**config.mk**
```make
export PLATFORM = sky130hd
export DESIGN_NAME = priority_decoder_3_to_8_hold
export DESIGN_NICKNAME = d
export VERILOG_FILES = /design/src/rtl/priority_decoder_3_to_8_hold.sv
export SDC_FILE = /design/constraint.sdc
export NUM_CORES = 1
export LEC_CHECK = 0
export CELL_PAD_IN_SITES_DETAIL_PLACEMENT = 0
export CELL_PAD_IN_SITES_GLOBAL_PLACEMENT = 1
export CORE_MARGIN = 2
export CORE_UTILIZATION = 34
export CTS_CLUSTER_DIAMETER = 60
export CTS_CLUSTER_SIZE = 16
export DETAILED_ROUTE_END_ITERATION = 12
export GPL_TIMING_DRIVEN = 0
export PLACE_DENSITY_LB_ADDON = 0.15
export SETUP_SLACK_MARGIN = 0.1
export SLEW_MARGIN = 20
export SYNTH_ARGS = -nofsm -noshare
export SYNTH_HDL_FRONTEND = slang
export SYNTH_SLANG_ARGS = --single-unit
```
**constraint.sdc**
```tcl
create_clock -name clk -period 4.83 [get_ports clk]
set_input_delay 0.7245 -clock clk [delete_from_list [all_inputs] [get_ports clk]]
set_output_delay 0.7245 -clock clk [all_outputs]
set_load 0.02 [all_outputs]
```
**src/rtl/priority_decoder_3_to_8_hold.sv**
```systemverilog
// priority_decoder_3_to_8_hold
//
// Takes an encoded {index, valid} word from the 8-to-3 priority encoder
// through a valid/ready handshake. It turns the winning index back into a
// one-hot grant and holds that grant for HOLD_CYCLES clocks. No input is
// buffered. A new grant can be accepted on the last held cycle of the current
// grant, so back-to-back grants have no idle gap between them.
//
// Ports
//   clk         in   1      rising-edge clock
//   rst         in   1      synchronous reset, active-high
//   in_idx      in   IN_W   encoded index
//   in_valid    in   1      in_idx is valid
//   in_ready    out  1      index is accepted this cycle when in_valid is high
//   out_onehot  out  OUT_W  registered one-hot grant (1 << idx), 0 when idle
//   out_valid   out  1      a grant is being held
//   out_done    out  1      high on the final held cycle of a grant
//
// States
//   state | meaning
//   IDLE  | no grant; out_onehot = 0; ready for a new index
//   HOLD  | grant held; cnt counts the remaining cycles down to 0 (last cycle)

module priority_decoder_3_to_8_hold #(
  parameter int IN_W        = 3,
  parameter int OUT_W       = 1 << IN_W,
  parameter int HOLD_CYCLES = 4
) (
  input  logic             clk,
  input  logic             rst,
  input  logic [IN_W-1:0]  in_idx,
  input  logic             in_valid,
  output logic             in_ready,
  output logic [OUT_W-1:0] out_onehot,
  output logic             out_valid,
  output logic             out_done
);

  localparam int CNT_W = $clog2(HOLD_CYCLES) + 1;
  localparam logic [CNT_W-1:0] CNT_LOAD = CNT_W'(HOLD_CYCLES - 1);

  typedef enum logic {
    IDLE = 1'b0,
    HOLD = 1'b1
  } state_t;

  state_t           state, state_nxt;
  logic [CNT_W-1:0] cnt, cnt_nxt;
  logic [OUT_W-1:0] onehot_q, onehot_nxt;
  logic             last_cycle;
  logic             accept;

  // Readiness comes from the state and the count only, so no combinational
  // path goes from in_valid to in_ready.
  assign last_cycle = (state == HOLD) && (cnt == '0);
  assign in_ready   = (state == IDLE) || last_cycle;
  assign accept     = in_valid && in_ready;

  assign out_onehot = onehot_q;
  assign out_valid  = (state == HOLD);
  assign out_done   = last_cycle;

  always_ff @(posedge clk) begin
    if (rst) begin
      state    <= IDLE;
      cnt      <= '0;
      onehot_q <= '0;
    end else begin
      state    <= state_nxt;
      cnt      <= cnt_nxt;
      onehot_q <= onehot_nxt;
    end
  end

  always_comb begin
    state_nxt  = state;
    cnt_nxt    = cnt;
    onehot_nxt = onehot_q;
    if (accept) begin
      // in_idx is sampled only here, so an X on an idle bus never reaches
      // the grant register.
      state_nxt  = HOLD;
      cnt_nxt    = CNT_LOAD;
      onehot_nxt = OUT_W'(1) << in_idx;
    end else if (state == HOLD) begin
      if (cnt != '0) begin
        cnt_nxt = cnt - 1'b1;
      end else begin
        state_nxt  = IDLE;
        onehot_nxt = '0;
      end
    end
  end

endmodule

```
==> results.ini <==
[yosys]
syn_nets = 55
ys_types = 22
synth.area.top_cells = dfxtp_1, a32o_1, ha_1
yosysMostFrequentCell = dfxtp_1
syn_inst = 47
synth_top_cell_by_area = dfxtp_1
syn_area_um2 = 516.7
yosys_warnings = 0
synth-seq-area-share = 0.4649
avgSynthCellArea_um2 = 10.99
ys.flop_type = dfxtp_1
synth_edf_count = 0
async_flop_share = 0
ys_ff_latch = 12
synth_common_cells = dfxtp_1, a32o_1, inv_1, nor2_1, nor3_1
synth_top_area_share = 0.4649

[sta]
worstMarginPinSlew_ps = 330.3
fin_crit_sh = 0.5455
finalClockSkew_ps = 6.204
setup_viol = 0
slew_headroom = 0.7791
layout_min_cycle_time_ps = 2635
maxSlewViolCount = 0
hold_ws_ps = 469.4
timing_hold_violations_final = 0
rsz0062_at_grt = false
fmax_ghz = 0.3795
fin_setup_tns_ps = 0

[final_layout]
num_antenna_cells = 0
nets = 75
fillers = 160
final_layout_size_suffix_gt1_frac = 0.2273
area.growth.synth_to_final_pct = 39.95
finish.cell_count_without_fillers = 82
final_core_util = 0.4915

[global_route]
grt_pass1_wl_mm = 1.642
grt_usage = 0.1239
grt_antenna_before_repair = 0
overflow = 0
grt_max_degree = 10
grt_pass1_vias = 368

[routing]
wl_met1_um = 520
drcViolationCount = 0
wirelength_um = 975
drt-initial-drc-count = 5
dr.pass1.iters = 4
routed-via-count = 396
ant_nets = 0
via_per_inst = 4.829
dr_wl_met3_um = 49
drt-wirelength-per-cell_um = 11.89
highest_layer = met3
wl_met2_um = 406

[clock_tree]
cts.sinks = 12
cts_setup_buffers = 0
ctsHoldBuffers = 0
cts_htree_levels = 1
cts_resized = 0
worstSkewPairLatency_ps = 270
clk_pin_slew_ps = 80
clk_path_buf_depth = 2
cts_buffers = 3
clock-root-buffer = clkbuf_4
cts_tree = built

[min_path]
hold_path_end = out_onehot[4]$_SDFFE_PP0P_
hold_path_class = reg -> reg
hold_path_depth = 1
hold_start = out_onehot[4]$_SDFFE_PP0P_

[placement]
dp_hpwl_um = 737.2
place_inst = 78
io_buffers = 15
place_congestion = 0.6775

[power_and_ir_drop]
p_leak_uw = 0.0002737
irDropWorstVdd_v = 0.0001269
power_density_nw_per_um2 = 318.1
p_total_uw = 230.0

[worst_setup_path]
r2r-start = cnt[0]$_SDFFE_PP0P_
critical_path.startpoint = cnt[0]$_SDFFE_PP0P_
cp-end-kind = output pin
r2r_end = out_onehot[5]$_SDFFE_PP0P_
reg2reg_depth = 8
required_ps = 4110
cp_max_fo = 9
start_kind = flip-flop
path_class = reg -> out
r2r_slack_ps = 3180
critPathArrivalTime_ps = 1910

[floorplan]
start_util = 0.3512
die_x_um = 42.99
core_area_um2 = 1471
fp.dieH_um = 42.99
dieArea_um2 = 1848
rows = 14
boundaryPins = 17

[run_status]
status = finished, final reports clean

[job]
cap_violations = 0

## cells by family after synthesis
| kind of cell | share of synthesized area |
|---|---|
| adder cells (fa/ha/maj) | 0.04842 |
| buffers and inverters | 0.06051 |
| AO/OA/AOI/OAI | 0.1889 |
| AND/OR/NAND/NOR | 0.2373 |
| flip-flops | 0.4649 |
## report_power, final
part / switching, µW / total, µW / internal, µW / leakage, µW
registers: 2.48 / 106 / 104 / 0.0000981
logic: 21.1 / 42.2 / 21.1 / 0.000155
clock network: 36.0 / 81.8 / 45.8 / 0.0000210
## per-stage QoR
step | area [µm²] | worst slack (ps)
after detailed placement | 686.9 | 2498
after floorplan | 516.7 | 3058
final | 723.2 | 2195
after global placement | 686.9 | 2513
after global routing | 723.2 | 2091
after CTS | 723.2 | 2177
## final cells by class
cell class	instances	area [µm²]	share of cell area
flip-flops and latches	12	240.2	0.3322
clock buffers	4	36.28	0.05017
plain buffers	2	16.27	0.02249
well taps	16	20.02	0.02768
multi-input cells	29	245.2	0.3391
inverters	4	15.01	0.02076
repair buffers	15	150.1	0.2076
## placed cells by master, fill, tap and decap left out
master           Yosys  layout
and2_2               1       1
clkdlybuf4s50_1      0      15
dfxtp_1             12      12
a211oi_1             2       2
inv_2                1       1
clkbuf_4             0       3
nor3b_2              1       1
and3_4               1       1
nor3_1               3       3
or3_1                1       1
buf_6                1       1
nor3_4               1       1
nor2b_4              1       1
a22o_1               2       2
or2b_1               1       1
and2b_2              1       1
clkbuf_2             1       1
ha_1                 2       2
clkbuf_8             0       1
inv_1                3       3
a32o_1               4       4
a22o_2               2       2
nor2b_1              2       2
nor2_1               3       3
a21oi_1              1       1
## registers in the layout, summed over array words and instances, names as in the netlist
register / cells
cnt: 3
out_onehot: 8
out_valid: 1
## how the worst max path moves through the flow
stage | endpoint | slack [ps]
2_1_floorplan | in_ready | 3060
5_1_grt | in_ready | 2090
3_5_place_dp | in_ready | 2500
6_report | in_ready | 2200
4_1_cts | in_ready | 2180
3_3_place_gp | in_ready | 2510
## critical path: stages, from the launching register on
cell and delay [ps]:
dfxtp_1 360, inv_1 50, ha_1 190, ha_1 220
nor2b_4 120, buf_6 130, inv_2 40, clkdlybuf4s50_1 530
## per-layer routing
layer,vias to the layer above,track usage
met5,-,0
met3,0,0.03830
met1,180,0.1878
met2,9,0.1485
met4,0,0.07273
li1,207,-
Power figures use the tool's default switching activity.
